## src/rtl/full_subtractor_20.sv

```systemverilog
`default_nettype none
// ============================================================================
//  Module      : full_subtractor_20_cell
//  Description : One-bit full-subtractor cell. Produces the difference bit
//                d = a ^ b ^ bin and the borrow passed to the next more
//                significant cell.
//  Ports       : a    - minuend bit
//                b    - subtrahend bit
//                bin  - borrow from the less significant cell
//                d    - difference bit
//                bout - borrow to the more significant cell
//  Revision    : 1.0 - initial release
// ============================================================================
module full_subtractor_20_cell (
    input  logic a,
    input  logic b,
    input  logic bin,
    output logic d,
    output logic bout
);

    logic w_a_xor_b;

    assign w_a_xor_b = a ^ b;
    assign d         = w_a_xor_b ^ bin;

    // A borrow is generated when a=0,b=1. When a and b are equal, the
    // incoming borrow propagates unchanged. When a=1,b=0, any incoming
    // borrow is absorbed.
    assign bout = (~a & b) | (~w_a_xor_b & bin);

endmodule

// ============================================================================
//  Module      : full_subtractor_20
//  Description : Registered ripple-borrow subtractor for the ALU arithmetic
//                path: Diff = (A - B - Bin) mod 2^WIDTH, with Bout the borrow
//                out of the most significant cell. Fixed one-cycle latency,
//                one operation per cycle, no backpressure.
//  Parameters  : WIDTH     - operand / result width in bits (>= 1)
//  Ports       : clk       - system clock, rising edge active
//                rst_n     - asynchronous active-low reset
//                in_valid  - A/B/Bin are valid this cycle
//                A         - minuend (unsigned)
//                B         - subtrahend (unsigned)
//                Bin       - borrow-in, subtracted at bit 0
//                Diff      - registered difference
//                Bout      - registered borrow-out (1 iff A < B + Bin)
//                out_valid - Diff/Bout hold a result from a valid input
//  Revision    : 1.0 - initial release
// ============================================================================
module full_subtractor_20 #(
    parameter int WIDTH = 20
) (
    input  logic             clk,
    input  logic             rst_n,
    input  logic             in_valid,
    input  logic [WIDTH-1:0] A,
    input  logic [WIDTH-1:0] B,
    input  logic             Bin,
    output logic [WIDTH-1:0] Diff,
    output logic             Bout,
    output logic             out_valid
);

    // ------------------------------------------------------------------------
    // Combinational ripple chain. w_borrow[i] is the borrow entering cell i;
    // w_borrow[WIDTH] is the borrow leaving the MSB cell.
    // ------------------------------------------------------------------------
    logic [WIDTH:0]   w_borrow;
    logic [WIDTH-1:0] w_diff;

    assign w_borrow[0] = Bin;

    generate
        for (genvar gi = 0; gi < WIDTH; gi++) begin : g_cell
            full_subtractor_20_cell u_cell (
                .a    (A[gi]),
                .b    (B[gi]),
                .bin  (w_borrow[gi]),
                .d    (w_diff[gi]),
                .bout (w_borrow[gi+1])
            );
        end
    endgenerate

    // ------------------------------------------------------------------------
    // Output registers. The result registers load only when in_valid is high,
    // so unknown operands presented on idle cycles never reach Diff/Bout;
    // they simply retain the last captured result. out_valid follows
    // in_valid one cycle later.
    // ------------------------------------------------------------------------
    logic [WIDTH-1:0] r_diff;
    logic             r_bout;
    logic             r_out_valid;

    always_ff @(posedge clk or negedge rst_n) begin
        if (!rst_n) begin
            r_diff      <= '0;
            r_bout      <= 1'b0;
            r_out_valid <= 1'b0;
        end else begin
            r_out_valid <= in_valid;
            if (in_valid) begin
                r_diff <= w_diff;
                r_bout <= w_borrow[WIDTH];
            end
        end
    end

    assign Diff      = r_diff;
    assign Bout      = r_bout;
    assign out_valid = r_out_valid;

endmodule
`default_nettype wire

```

## config.mk

```make
export PLATFORM = sky130hd
export DESIGN_NAME = full_subtractor_20
export DESIGN_NICKNAME = d
export VERILOG_FILES = /design/src/rtl/full_subtractor_20.sv
export SDC_FILE = /design/constraint.sdc
export NUM_CORES = 1
export LEC_CHECK = 0
export ABC_AREA = 0
export CORE_MARGIN = 4
export CORE_UTILIZATION = 40
export CTS_CLUSTER_DIAMETER = 120
export CTS_CLUSTER_SIZE = 25
export DETAILED_ROUTE_END_ITERATION = 6
export GPL_ROUTABILITY_DRIVEN = 0
export PLACE_DENSITY = 0.86
export SLEW_MARGIN = 20
export SYNTH_ARGS = -nofsm -noshare
export SYNTH_HDL_FRONTEND = slang
export SYNTH_SLANG_ARGS = --single-unit
```

## constraint.sdc

```tcl
create_clock -name clk -period 2.5 [get_ports clk]
set_clock_uncertainty 0.2 [all_clocks]
set_input_delay 0.5 -clock clk [delete_from_list [all_inputs] [get_ports clk]]
set_output_delay 0.5 -clock clk [all_outputs]
set_load 0.01 [all_outputs]
```

# Word level (Yosys, flattened, before mapping)
# Cells that the tools add are included.
# totals
reg_bits	22
latchBits	0
ramBits	0
mem_bits_ro	0
word_cells	143
mem_count	0
# classes
add_sub_neg	0
n_mul	0
div	0
order_cmp	0
n_eq_ne	0
n_shift	0
muxes	0
bitwise	140
reduce_logical	0
# op_table
op	count
AND 1 bit	40
inverter 1 bit	40
bitwise XOR 1 bit	40
OR 1 bit	20

# Longest topological paths before layout
# Gate-level depths: netlist of run 1.
# logic_depth
depth_word	42
depth_mapped	24

# Hierarchy
# From an unflattened synthesis of run 1, not the netlist that was laid out.
# unflattened
hier_cells	120
area_unflattened_um2	1491.4
# by_module_without_submodules
mod	instances	cells_per_inst	area_per_inst_um2	seq_area_each_um2
full_subtractor_20	1	45	884.6	550.5
full_subtractor_20_cell at g_cell[0].u_cell ...	15	4	31.3	0.0
full_subtractor_20_cell at g_cell[5].u_cell ...	5	3	27.5	0.0

# Worst setup path before layout of run 1
# Ideal clock, no wire load.
# synth_path
path_type	input to register
start	input port B[0]
end	register r_diff[19] (netlist: Diff[19])
t_arrival_ns	8.261
required_time_ns	2.175
path_slack_ns	-6.085
stages	24
cell_sequence	inv_1 -> fa_1 -> inv_1 -> fa_1 -> fa_1 -> fa_1 -> fa_1 -> fa_1 -> fa_1 -> fa_1 -> fa_1 -> fa_1 -> fa_1 -> fa_1 -> fa_1 -> fa_1 -> fa_1 -> fa_1 -> fa_1 -> fa_1 -> fa_1 -> inv_1 -> fa_1 -> mux2_2
# synth_between
elab_chain_cells	41
# synth_lines
item	line	text
start, declared	59	input logic [WIDTH-1:0] B,
bitwise XOR 1 bit	24	assign w_a_xor_b = a ^ b;
inverter 1 bit	30	assign bout = (~a & b) | (~w_a_xor_b & bin);
AND 1 bit	30	
OR 1 bit *	30	
AND 1 bit *	30	
OR 1 bit *	30	
AND 1 bit *	30	
OR 1 bit *	30	
(+26 left out)	n/a	
AND 1 bit *	30	
OR 1 bit *	30	
AND 1 bit *	30	
OR 1 bit *	30	
AND 1 bit *	30	
OR 1 bit *	30	
bitwise XOR 1 bit *	25	assign d = w_a_xor_b ^ bin;
named net g_cell[19].u_cell.d	18	output logic d,
end signal, assigned	105	r_diff <= w_diff;
end, declared	93	logic [WIDTH-1:0] r_diff;
# Mark *: on every way through the listed nets, which the timed path passes. The rest lies on a longest branch.
# A chain may end at the register's enable or synchronous reset.

# Worst setup path after layout of run 1
# Ends and elaborated chain as after synthesis.

==> metrics.md, run 1 <==
| Metric | Value |
|---|---|
| Post-synth top cells | 34 x inv_1, 22 x dfrtp_1, 20 x fa_1 |
| Buffer levels on the longest clock path | 2 |
| Clock Tree Root | clkbuf_4 |
| Initial antenna violation count | 0 |
| Clock power share | 16.6% |
| Synth Area in XOR/XNOR | 0% |
| CTS tree | built |
| Crit path kind | input port to flop |
| Netlist Area Pre-Place | ~1300 µm² |
| Net switching power | around 0.00033 W |
| Pleak | 0.9675 nW |
| Slew HR | around two thirds |
| Setup crit end | Diff[19] |
| Global route overflow | 0 |
| Number of synthesized flops with an enable pin | 0 |
| WHS | around 320 ps |
| Seq/Total Area, Yosys | 41.83% |
| # diodes | 0 |
| Reg-to-reg endpoint | Diff[19] |
| Syn Nets | ~170 |
| Mux contribution to synthesized area | between 10% and 20% |
| Sw Share | 29.26% |
| Part of the power in registers | 41.3% |
| Final setup violation count | 17 |
| Worst setup margin | -5384 ps |
| Die X | between 60 and 70 µm |
| Total Wirelength | 2871 µm |
| DRT Pass-1 Iters | 4 |
| Clock transition at path regs | around 120 ps |
| Final Non-Filler Cells | roughly 220 |
| Syn Area/Cell | between 10 and 15 µm² |
| Post-synth cell types | 10 |
| Worst min path class | flop to flop |
| H-tree lvl count | 1 |
| Synth Area in Adders | a little under a third |
| Placed Instances | 217 |
| DP HPWL | 2504 µm |
| Final Hold Fails | 0 |
| Crit path DAT | 7880 ps |
| Unrepaired setup endpoints after global routing | yes |
| Cell Rows | 20 |
| DR iter-0 viols | 14 |
| Detail Route Antenna Nets | 0 |
| Yosys reg bits | 22 |
| Vias per cell | around 4.4 |
| Combinational power share | between 40% and 50% |
| Starting Density | 42.42% |
| Share of the synthesized area in the top cell type | a little over two fifths |
| CP endpoint kind | flop |
| R2r startpoint | Diff[19] |
| Die ar. | 4273 µm² |
| Worst slew pin tran | ~520 ps |
| Simple-Gate Fraction of Synth Area | between 2 and 2.5% |
| Worst vdd ir | 0.2291 mV |
| Core Region | between 3000 and 4000 µm² |
| Hold-fix buffers at CTS | 0 |
| Leading area contributor after synthesis | dfrtp_1 |
| Clk Latency, worst-skew pair | roughly 300 ps |
| Vias in the first global route | ~1100 |
| Layout cells sized above 1 | roughly 25% |
| Synth async-reset ratio | 100.0% |
| Routed WL per cell | approximately 13 µm |
| Via count | between 900 and 1000 |
| # DRC | 0 |
| CP required | roughly 2500 ps |
| Outcome | finished with violations |
| Top post-synthesis cells by area | dfrtp_1 42%, fa_1 30%, inv_1 9.7%, mux2i_1 8.4%, a21oi_1 2.3% |
| First-pass GRT wire length | 4857 µm |
| Crit path from | B[0] |
| Fmax | between 100 and 150 MHz |
| Pwr Density | between 500 and 600 nW/µm² |
| CTS Buf Count | 3 |
| Fin crit share | 315.4% |
| Synth Area in Compound Gates | under 10% |
| Die Y | 65.37 µm |
| Ports | 66 |
| Min cycle time layout | 7884 ps |
| Top FF cell, synth | dfrtp_1 |
| CTS sink count | 22 |
| CP max FO | 1 |
| Cell with the most instances after synthesis | inv_1 |
| Slew Limit Fails | 0 |
| Internal power | approximately 0.0008 W |
| Max-cap check violation count | 0 |
| GRT Util Overall | roughly 15% |
| Mapped Cells | 108 |
| PortBufs | 65 |
| Setup TNS | -46820 ps |
| Violated checks | negative setup slack |
| Largest net degree at the start of global routing | 23 |
| Layout filler cell count | 268 |
| Layout area overhead | 62.83% |
| R2R Setup Slk | around 1500 ps |
| Fin nets | around 240 |
| Worst R2R Path Depth | 1 |
| CP Launch Type | input port |
| Largest family of logic cells by synthesized area | adder cells |
| Yosys warning total | 0 |
power by group through the flow:
stage          registers, W  clock network (W)  logic (W)
2_1_floorplan      0.000510                  0   0.000151
3_5_place_dp       0.000476                  0   0.000467
5_1_grt            0.000479           0.000218   0.000524
3_3_place_gp       0.000473                  0   0.000448
6_report           0.000469           0.000189   0.000477
4_1_cts            0.000470           0.000198   0.000485
layer usage:
layer,routed length (µm),track usage (%),share of wire [%],vias up
li1,-,-,-,450
met1,1066,16.39,37,474
met2,1574,28.19,55,43
met3,229,3.761,8.0,0
met4,0,3.109,0,0
met5,0,0,0,-
stage by stage:
stage          utilization (%)  cell area [µm²]  total power [W]  setup slack, ps
2_1_floorplan                -             1379        0.0006613            -5379
3_3_place_gp             67.02             2079        0.0009205            -6136
3_5_place_dp             67.02             2079        0.0009431            -6254
4_1_cts                  68.95             2140         0.001153            -5542
5_1_grt                  69.07             2143         0.001221            -5494
6_report                 69.07             2143         0.001135            -5384
worst max-delay path, stage by stage:
cell,delay (ps)
buf_8,110
inv_12,40
fa_2,180
inv_2,40
fa_2,340
fa_2,350
fa_2,350
fa_2,350
fa_2,350
fa_2,340
fa_2,350
fa_2,340
fa_2,350
fa_2,340
fa_2,350
fa_2,350
fa_2,340
fa_2,340
fa_2,350
fa_2,370
fa_2,360
fa_2,350
inv_2,60
fa_2,410
mux2_4,260
how the worst min path moves through the flow:
stage               startpoint  slack, ps       to  cells after the start
global placement       Diff[0]        290  Diff[0]                      1
floorplan                rst_n          4     Bout                      0
global route             rst_n        350  Diff[1]                      2
finish                 Diff[9]        320  Diff[9]                      2
CTS                    Diff[0]        330  Diff[0]                      1
detailed placement     Diff[0]        300  Diff[0]                      1
timing repair:
item	4_1_cts	5_1_grt
setup buffers	0	0
pin swaps	2	4
endpoints found under the setup margin	18	17
gates resized for setup	27	1
layout by cell type (no fill, tap or decap):
cell type,instances
inv_4,1
buf_8,1
buf_6,1
fa_2,20
inv_12,1
clkbuf_8,1
dfrtp_1,22
clkbuf_4,3
mux2_4,1
inv_2,3
mux2_2,1
buf_4,3
buf_2,1
clkdlybuf4s50_1,60
a21oi_2,8
inv_1,29
nor2_1,8
mux2i_1,11
dlygate4sd2_1,2
registers in the layout (all words and copies together) (netlist names):
signal / cells
Bout: 1
Diff: 20
out_valid: 1
cell type report:
type | count | area, µm² | share of cell area [%]
clock buffer | 4 | 36.28 | 1.693
inverter | 34 | 142.6 | 6.655
multi-input combinational | 49 | 686.9 | 32.05
sequential | 22 | 550.5 | 25.69
tap | 44 | 55.05 | 2.569
timing repair buffer | 68 | 671.9 | 31.35
logic make-up (layout without fill, tap and decap cells):
| logic type | Yosys count | after routing |
|---|---|---|
| buffers and inverters | 37 | 106 |
| DFF | 22 | 22 |
| adders and majority gates | 20 | 20 |
| muxes | 13 | 13 |
| AOI/OAI and AO/OA | 8 | 8 |
| and+or+nand+nor | 8 | 8 |
Power figures use the tool's default switching activity.
==> inputs of run 2 (changes only) <==
--- a/config.mk
+++ b/config.mk
@@ -7,12 +7,12 @@
 export LEC_CHECK = 0
 export ABC_AREA = 0
 export CORE_MARGIN = 4
-export CORE_UTILIZATION = 40
+export CORE_UTILIZATION = 25
 export CTS_CLUSTER_DIAMETER = 120
 export CTS_CLUSTER_SIZE = 25
 export DETAILED_ROUTE_END_ITERATION = 6
 export GPL_ROUTABILITY_DRIVEN = 0
-export PLACE_DENSITY = 0.86
+export PLACE_DENSITY = 0.6
 export SLEW_MARGIN = 20
 export SYNTH_ARGS = -nofsm -noshare
 export SYNTH_HDL_FRONTEND = slang
==> run 2 against run 1 <==
The run still ends with negative setup slack left. Design area rose by 1.8%. Clock-buffer cell count fell by 1. Non-clock buffer count unchanged. Setup slack got worse by 53 ps. Clock power is 16% higher. Routed wire length down 3.3%. Critical path type unchanged. Critical endpoint unchanged. Largest power group unchanged.
==> metrics.md, run 2 (synthesized netlist as in run 1, its figures left out) <==
| Metric | Value |
|---|---|
| Outcome | finished with violations |
| Violated checks | negative setup slack |
| Ports | 66 (unchanged) |
| Detail Route Antenna Nets | 0 (unchanged) |
| Pwr Density | 530.6 nW/µm² (+0.20%) |
| Part of the power in registers | 40.3% (-1.0 points) |
| Fmax | 126.0 MHz (-0.67%) |
| Most common cell after layout, fill and taps aside | clkdlybuf4s50_1 |
| H-tree lvl count | 1 (unchanged) |
| Slew HR | 80.49% (+15 points) |
| Global route overflow | 0 (unchanged) |
| Internal power | 0.0008196 W (+2.1%) |
| Cell Rows | 26 (+30%) |
| Worst slew pin tran | 292.7 ps (-228.0 ps) |
| Buffer levels on the longest clock path | 2 (unchanged) |
| Slew Limit Fails | 0 (unchanged) |
| Met1 Use GR | 10.01% (-6.4 points) |
| CP required | 2450 ps (-50 ps) |
| CTS Buf Count | 3 (unchanged) |
| Net switching power | 0.0003376 W (+1.7%) |
| # DRC | 0 (unchanged) |
| Min cycle time layout | 7937 ps (+53.38 ps) |
| Combinational power share | 40.7% (-1.3 points) |
| # diodes | 0 (unchanged) |
| Routed WL per cell | 11.28 µm (-13%) |
| Layout cells sized above 1 | 25.00% (-0.42 points) |
| Layout area overhead | 65.68% |
| Worst vdd ir | 0.1847 mV (-19%) |
| Vias in the first global route | 998 (-8.6%) |
| Final Hold Fails | 0 (unchanged) |
| Util after Layout | 42.70% (-26 points) |
| Layout filler cell count | 505 (+88%) |
| Final setup violation count | 17 (unchanged) |
| Die ar. | 6490 µm² (+52%) |
| GR Layer Usage met2 | 15.89% (-12 points) |
| Sw Share | 29.17% (-0.085 points) |
| CTS tree | built |
| GR Util met3 | 2.242% (-1.5 points) |
| Unrepaired setup endpoints after global routing | yes |
| Starting Density | 25.77% (-17 points) |
| Post-CTS Setup Inserts | 0 (unchanged) |
| DP HPWL | 2309 µm (-7.8%) |
| Worst min path class | flop to flop |
| Clk Latency, worst-skew pair | 260 ps (-40 ps) |
| CP Launch Type | input port |
| DR iter-0 viols | 7 (-7) |
| Clock power share | 19.0% (+2.4 points) |
| Placed cell area | 2112 µm² (+1.6%) |
| Max-cap check violation count | 0 (unchanged) |
| Vias per cell | 3.801 (-13%) |
| Worst setup margin | -5437 ps (-53.38 ps) |
| Fin crit share | 317.5% (+2.1 points) |
| GRT Util Overall | 8.815% (-6.0 points) |
| Crit path kind | input port to flop |
| PortBufs | 65 (unchanged) |
| Global route hottest layer | met2 |
| Die Y | 80.56 µm (+23%) |
| Max FFs per register | 20 (unchanged) |
| Clock transition at path regs | 80 ps (-40 ps) |
| Most frequent cells in the layout | 60 x clkdlybuf4s50_1, 29 x inv_1, 22 x dfrtp_1 |
| Core Region | 5107 µm² (+65%) |
| First-pass GRT wire length | 4450 µm (-8.4%) |
| CP max FO | 1 (unchanged) |
| Total Wirelength | 2776 µm (-3.3%) |
| Pleak | 0.9680 nW (about the same) |
| Fin nets | 242 (unchanged) |
| CP endpoint kind | flop |
| Clock Tree Root | clkbuf_8 |
| Initial antenna violation count | 0 (unchanged) |
| DRT Pass-1 Iters | 2 (-2) |
| Crit path DAT | 7890 ps (about the same) |
| Post-route cell area | 2181 µm² (+1.8%) |
| Via count | 935 (-3.3%) |
| CTS sink count | 22 (unchanged) |
| Largest net degree at the start of global routing | 23 (unchanged) |
| Die X | 80.56 µm (+23%) |
## run 2: cell types whose count changed in the layout (fill, tap and decap cells not counted)
| cell | change |
|---|---|
| clkbuf_4 | -3 |
| clkbuf_8 | +2 |
## run 2: path summary, 6_finish.rpt
path | slack, ps | to | cells past startpoint | from
max | -5440 | Diff[19] | 25 | B[0]
min | 310 | Diff[0] | 1 | Diff[0]
max reg2reg | 1540 | Diff[19] | 1 | Diff[19]
min reg2reg | 310 | Diff[0] | 1 | Diff[0]
max in group asynchronous | 1490 | Diff[11] | 2 | rst_n
min in group asynchronous | 390 | Diff[3] | 2 | rst_n
## run 2: power by group through the flow
| stage | clock network [W] | registers [W] | logic (W) |
|---|---|---|---|
| floorplan | 0 | 0.000510 | 0.000151 |
| global placement | 0 | 0.000472 | 0.000459 |
| detailed placement | 0 | 0.000475 | 0.000465 |
| CTS | 0.000234 | 0.000468 | 0.000482 |
| global route | 0.000251 | 0.000478 | 0.000522 |
| finish | 0.000220 | 0.000466 | 0.000471 |
## run 2: layout make-up
cell class	instances	area, µm²	share of cell area (%)
clock buffers	3	41.29	1.893
inverters	34	142.6	6.540
multi-input cells	49	686.9	31.50
flip-flops and latches	22	550.5	25.24
well taps	70	87.58	4.016
repair buffers	68	671.9	30.81
## run 2: critical path, stage by stage
cell    delay (ps)
buf_8          110
inv_12          40
fa_2           180
inv_2           40
fa_2           340
fa_2           360
fa_2           350
fa_2           350
fa_2           340
fa_2           350
fa_2           350
fa_2           350
fa_2           350
fa_2           350
fa_2           350
fa_2           350
fa_2           350
fa_2           360
fa_2           360
fa_2           360
fa_2           360
fa_2           340
inv_2           60
fa_2           410
mux2_4         260
## run 2: routing by layer
metal  vias up  wire length [µm]
met5         -                 0
met4         0                31
met3         2               230
met2        34              1486
met1       452              1028
li1        447                 -
## run 2: timing repair
action / in CTS / in global routing
gates resized for setup: 28 / 1
hold buffers: 0 / 0
pin swaps: 0 / 0
setup endpoints to repair: 18 / 17
## run 2: stage by stage
| stage | setup slack [ps] | total power, W | instances | TNS (ps) | hold slack, ps |
|---|---|---|---|---|---|
| 6_report | -5437 | 0.001157 | 246 | -47720 | 313.2 |
| 5_1_grt | -5600 | 0.001250 | 246 | -49520 | 341.0 |
| 4_1_cts | -5469 | 0.001183 | 246 | -48240 | 315.9 |
| 3_5_place_dp | -6241 | 0.0009393 | 243 | -62230 | 295.9 |
| 3_3_place_gp | -6190 | 0.0009312 | 243 | -61380 | 288.7 |
| 2_1_floorplan | -5379 | 0.0006613 | 108 | -48370 | 4.409 |
==> inputs of run 3 (changes only) <==
--- a/config.mk
+++ b/config.mk
@@ -7,12 +7,12 @@
 export LEC_CHECK = 0
 export ABC_AREA = 0
 export CORE_MARGIN = 4
-export CORE_UTILIZATION = 25
+export CORE_UTILIZATION = 41
 export CTS_CLUSTER_DIAMETER = 120
 export CTS_CLUSTER_SIZE = 25
 export DETAILED_ROUTE_END_ITERATION = 6
 export GPL_ROUTABILITY_DRIVEN = 0
-export PLACE_DENSITY = 0.6
+export PLACE_DENSITY = 0.88
 export SLEW_MARGIN = 20
 export SYNTH_ARGS = -nofsm -noshare
 export SYNTH_HDL_FRONTEND = slang
==> run 3 against run 2 <==
The run still ends with negative setup slack left. Highest routed layer unchanged. Maximum frequency is essentially flat. Critical path depth unchanged. Critical path type unchanged. Via count is 3.0% higher. Largest cell class unchanged.
==> metrics.md, run 3 (synthesized netlist as in run 1, its figures left out) <==
| Metric | Value |
|---|---|
| Die ar. | 4181 µm² (-36%) |
| Layout cells sized above 1 | 25.42% (+0.42 points) |
| CP endpoint kind | flop |
| Post-route cell area | 2160 µm² (-0.98%) |
| Violated checks | negative setup slack |
| DR iter-0 viols | 17 (+10) |
| Clock power share | 22.1% (+3.1 points) |
| Worst slew pin tran | 303.2 ps (+10.54 ps) |
| Ports | 66 (unchanged) |
| Vias in the first global route | 1050 (+5.2%) |
| Pleak | 0.9744 nW (+0.66%) |
| Unrepaired setup endpoints after global routing | yes |
| # DRC | 0 (unchanged) |
| Clock Tree Root | clkbuf_4 |
| Clock transition at path regs | 120 ps (+40 ps) |
| Most frequent cells in the layout | 60 x clkdlybuf4s50_1, 29 x inv_1, 22 x dfrtp_1 |
| DP HPWL | 2649 µm (+15%) |
| Initial antenna violation count | 0 (unchanged) |
| Crit path DAT | 7940 ps (+50 ps) |
| Worst setup margin | -5443 ps (-5.470 ps) |
| Largest net degree at the start of global routing | 23 (unchanged) |
| Outcome | finished with violations |
| Part of the power in registers | 38.5% (-1.8 points) |
| WHS | 325.6 ps (+12.40 ps) |
| Starting Density | 43.11% (+17 points) |
| Layout filler cell count | 230 (-54%) |
| PortBufs | 65 (unchanged) |
| CP required | 2500 ps (+50 ps) |
| Final Hold Fails | 0 (unchanged) |
| Internal power | 0.0008761 W (+6.9%) |
| Min cycle time layout | 7943 ps (+5.470 ps) |
| Buffer levels on the longest clock path | 2 (unchanged) |
| Slowest-stage cell, CP | fa_2 |
| Combinational power share | 39.4% (-1.3 points) |
| CTS Buf Count | 3 (unchanged) |
| DRT Pass-1 Iters | 3 (+1) |
| Hold-fix buffers at CTS | 0 (unchanged) |
| Final Non-Filler Cells | 221 (-10%) |
| Sw Share | 28.16% (-1.0 points) |
| Layout area overhead | 64.07% |
| Net switching power | 0.0003435 W (+1.7%) |
| Worst vdd ir | 0.2417 mV (+31%) |
| Fin crit share | 317.7% (about the same) |
| Fin nets | 242 (unchanged) |
| Clk Latency, worst-skew pair | 300 ps (+40 ps) |
| Die Y | 64.66 µm (-20%) |
| Cell Rows | 20 (-23%) |
| H-tree lvl count | 1 (unchanged) |
| Most common cell after layout, fill and taps aside | clkdlybuf4s50_1 |
| Post-CTS Setup Inserts | 0 (unchanged) |
| Pwr Density | 564.7 nW/µm² (+6.4%) |
| Via count | 963 (+3.0%) |
| Placed Instances | 217 (-11%) |
| # diodes | 0 (unchanged) |
| Fmax | 125.9 MHz (about the same) |
| Core Region | 3053 µm² (-40%) |
| Total Wirelength | 2958 µm (+6.6%) |
| Global route overflow | 0 (unchanged) |
| Max-cap check violation count | 0 (unchanged) |
| CP Launch Type | input port |
| CTS tree | built |
| CP max stage delay | 410 ps (about the same) |
| CTS sink count | 22 (unchanged) |
| Die X | 64.66 µm (-20%) |
| Crit-path most repeated cell | fa_2 |
| Slew HR | 79.72% (-0.77 points) |
| Slew Limit Fails | 0 (unchanged) |
| Crit path kind | input port to flop |
| CP max FO | 1 (unchanged) |
| Final setup violation count | 17 (unchanged) |
| Detail Route Antenna Nets | 0 (unchanged) |
| Worst min path class | flop to flop |
| Max FFs per register | 20 (unchanged) |
| Bufs and invs on worst path | 4 (unchanged) |
| First-pass GRT wire length | 4754 µm (+6.8%) |
| GRT Util Overall | 14.82% (+6.0 points) |
| Critical path's top delay family | adder cells |
| Post-place setup slack | -6295 ps (-53.88 ps) |
| Routed WL per cell | 13.38 µm (+19%) |
| Placed cell area | 2079 µm² (-1.5%) |
| Vias per cell | 4.357 (+15%) |
-- run 3: power by group through the flow --
stage	clock, W	sequential [W]	combinational, W
floorplan	0	0.000510	0.000151
global placement	0	0.000473	0.000449
detailed placement	0	0.000479	0.000470
CTS	0.000274	0.000471	0.000489
global route	0.000286	0.000481	0.000526
finish	0.000269	0.000470	0.000480
-- run 3: area by class of cell --
| type | instances | area, µm² | share of cell area (%) |
|---|---|---|---|
| multi-input cells | 49 | 686.9 | 31.81 |
| well taps | 44 | 55.05 | 2.549 |
| repair buffers | 68 | 671.9 | 31.11 |
| clock buffers | 3 | 22.52 | 1.043 |
| clock inverters | 1 | 30.03 | 1.390 |
| flip-flops and latches | 22 | 550.5 | 25.49 |
| inverters | 34 | 142.6 | 6.605 |
-- run 3: final timing paths --
check / start / to / slack [ps] / depth (start not counted)
max in group asynchronous: rst_n / Diff[16] / 1540 / 2
min in group asynchronous: rst_n / Diff[0] / 350 / 2
max reg2reg: Diff[19] / Diff[19] / 1530 / 1
min reg2reg: Diff[0] / Diff[0] / 330 / 1
min: Diff[0] / Diff[0] / 330 / 1
max: B[0] / Diff[19] / -5440 / 25
-- run 3: repair_timing --
action,in CTS,in global routing
gates resized for setup,27,1
pin swaps,0,0
endpoints found under the setup margin,18,17
gates cloned,0,0
-- run 3: per-stage QoR --
stage | util, % | TNS [ps] | total power (W)
CTS | 70.53 | -47820 | 0.001234
floorplan | - | -48370 | 0.0006613
global placement | 68.11 | -60840 | 0.0009218
finish | 70.74 | -47550 | 0.001220
global route | 70.74 | -49560 | 0.001293
detailed placement | 68.11 | -62570 | 0.0009492
-- run 3: per-layer routing --
| metal | wire [µm] | track usage [%] |
|---|---|---|
| met1 | 1095 | 17.05 |
| met2 | 1626 | 27.45 |
| met3 | 228 | 4.159 |
| met4 | 8 | 2.902 |
| met5 | 0 | 0 |
==> patch: new RTL, config.mk and constraints of run 1 <==
Add an input register stage for `in_valid`, `A`, `B` and `Bin`; this delays them by one clock. Comments in the files are not updated.
--- a/src/rtl/full_subtractor_20.sv
+++ b/src/rtl/full_subtractor_20.sv
@@ -63,6 +63,18 @@
     output logic             out_valid
 );
 
+    logic in_valid_q;
+    logic [WIDTH-1:0] A_q;
+    logic [WIDTH-1:0] B_q;
+    logic Bin_q;
+
+    always_ff @(posedge clk) begin
+        in_valid_q <= in_valid;
+        A_q        <= A;
+        B_q        <= B;
+        Bin_q      <= Bin;
+    end
+
     // ------------------------------------------------------------------------
     // Combinational ripple chain. w_borrow[i] is the borrow entering cell i;
     // w_borrow[WIDTH] is the borrow leaving the MSB cell.
@@ -70,13 +82,13 @@
     logic [WIDTH:0]   w_borrow;
     logic [WIDTH-1:0] w_diff;
 
-    assign w_borrow[0] = Bin;
+    assign w_borrow[0] = Bin_q;
 
     generate
         for (genvar gi = 0; gi < WIDTH; gi++) begin : g_cell
             full_subtractor_20_cell u_cell (
-                .a    (A[gi]),
-                .b    (B[gi]),
+                .a    (A_q[gi]),
+                .b    (B_q[gi]),
                 .bin  (w_borrow[gi]),
                 .d    (w_diff[gi]),
                 .bout (w_borrow[gi+1])
@@ -100,8 +112,8 @@
             r_bout      <= 1'b0;
             r_out_valid <= 1'b0;
         end else begin
-            r_out_valid <= in_valid;
-            if (in_valid) begin
+            r_out_valid <= in_valid_q;
+            if (in_valid_q) begin
                 r_diff <= w_diff;
                 r_bout <= w_borrow[WIDTH];
             end
Behaviour: not the same (Yosys sat finds a counterexample within 4 cycles, from zero or initial values and one cycle with rst_n low).
==> patch against run 1 <==
  * The run still ends with negative setup slack left
  * Register-to-register slack got worse by 6.9 ns
  * Synthesized cell count rose by 39%
  * Worst setup slack worse by 0.042 ns
  * Total power up 120%
  * Area after synthesis is 66% higher
  * Cell area increased by 47%
  * Routed wire length grew 27%
  * Sequential cell count grew 42
  * Maximum frequency is 0.53% lower
  * Via count is 24% higher
  * Critical path type is now reg -> reg
  * Largest power group is now sequential cells
==> patch: results (changes against run 1) <==
| Metric | Value |
|---|---|
| Post-DP HPWL | 2.95 mm (+18%) |
| Mean number of vias per cell | 3.97 (-9.2%) |
| CTS H-tree depth | 3 (+2) |
| Outcome | finished, violations left |
| Average cell area after synthesis | 14.6 µm² (+20%) |
| Fin nets | 290 (+20%) |
| Lkg Pwr | 0.00140 µW (+44%) |
| Post-route setup slack | -5.43 ns (-0.0420 ns) |
| Setup Viol. Count Final | 17 (unchanged) |
| First-pass GRT wire length | 5.93 mm (+22%) |
| Non-Filler Instances | 301 (+36%) |
| Top cells by instance count after synthesis | 42 x dfxtp_1, 36 x inv_1, 22 x dfrtp_1, 20 x fa_1, 13 x mux2i_1 |
| Clk root buf | clkbuf_8 |
| Ys flop type | dfxtp_1 |
| Syn nets | 214 (+24%) |
| Seq/Total Area, Yosys | 63.7% (+22 points) |
| Failing checks | negative setup slack |
| Grt met1 use | 12.9% (-3.5 points) |
| Sw Pwr | 611 µW (+84%) |
| DRT iter0 DRCs | 36 (+22) |
| Peak VDD IR | 0.000416 V (+81%) |
| Total CTS buffers | 9 (+6) |
| Met2 Track Usage GR | 20.8% (-7.4 points) |
| Yosys cell types | 12 (+2) |
| Hold Path Class | in -> async |
| Synth area leaders | dfxtp_1 38%, dfrtp_1 25%, fa_1 18%, inv_1 6.2%, mux2i_1 6.0% |
| Clock latency at the later pin of the worst-skew pair | 0.33 ns (+0.03 ns) |
| Layout cells sized above 1 | 19.0% (-6.4 points) |
| Met3 usage | 7.89% (+4.1 points) |
| Clock transition at path regs | 0.07 ns (-0.05 ns) |
| Total GRT Usage | 12.7% (-2.1 points) |
| Overall routed net length | 3.65 mm (+27%) |
==> patch: power by group through the flow <==
stage,Clock (µW),Sequential [µW],Combinational (µW)
after floorplan,0,1250,156
after global placement,0,1220,439
after detailed placement,0,1220,455
after CTS,921,1200,456
after global routing,971,1220,499
final,896,1200,444
==> patch: cell families (layout without fill, tap and decap cells) <==
group | Yosys count | after routing | synth area share (%)
simple gates | 6 | 6 | 1.03
flops | 64 | 64 | 63.7
mux | 15 | 15 | 6.98
compound gates | 6 | 6 | 1.72
buf+inv | 39 | 120 | 8.30
fa+ha+maj | 20 | 20 | 18.3
==> patch: stage by stage <==
| step | utilization, % | setup TNS (ns) | hold slack (ns) | cell area [µm²] | setup slack, ns |
|---|---|---|---|---|---|
| after detailed placement | 56.6 | -48.02 | 0.307 | 2950 | -5.45 |
| final | 60.6 | -47.85 | 0.315 | 3160 | -5.43 |
| after floorplan | - | -45.14 | 0.00441 | 2230 | -5.18 |
| after CTS | 60.6 | -48.17 | 0.314 | 3150 | -5.45 |
| after global placement | 56.6 | -46.76 | 0.293 | 2950 | -5.31 |
| after global routing | 60.6 | -50.25 | 0.311 | 3160 | -5.62 |
==> patch: routing by layer <==
| layer | routed length [µm] | vias up |
|---|---|---|
| met5 | 0 | - |
| met4 | 47 | 0 |
| met3 | 390 | 7 |
| met2 | 1870 | 49 |
| met1 | 1340 | 549 |
| li1 | - | 591 |
==> patch: what timing repair did <==
action / 4_1_cts / 5_1_grt
resized for setup: 0 / 3
endpoints found under the setup margin: 17 / 17
cloned: 0 / 0
==> patch: path summary, 6_finish.rpt <==
path	startpoint	endpoint	slack (ns)	depth (start not counted)
worst max-delay path	Bin_q	Diff[19]	-5.43	24
worst min-delay path	rst_n	Diff[0]	0.32	2
worst max register to register	Bin_q	Diff[19]	-5.43	24
worst min register to register	Diff[10]	Diff[10]	0.32	2
max in group asynchronous	rst_n	Diff[17]	1.55	2
min in group clk	Diff[10]	Diff[10]	0.32	2
==> patch: cell type report <==
type,instances,area [µm²]
well taps,70,87.6
clock inverters,4,52.6
clock buffers,12,155
flip-flops and latches,64,1390
multi-input cells,47,661
repair buffers,68,673
inverters,36,135
fillers,430,2050
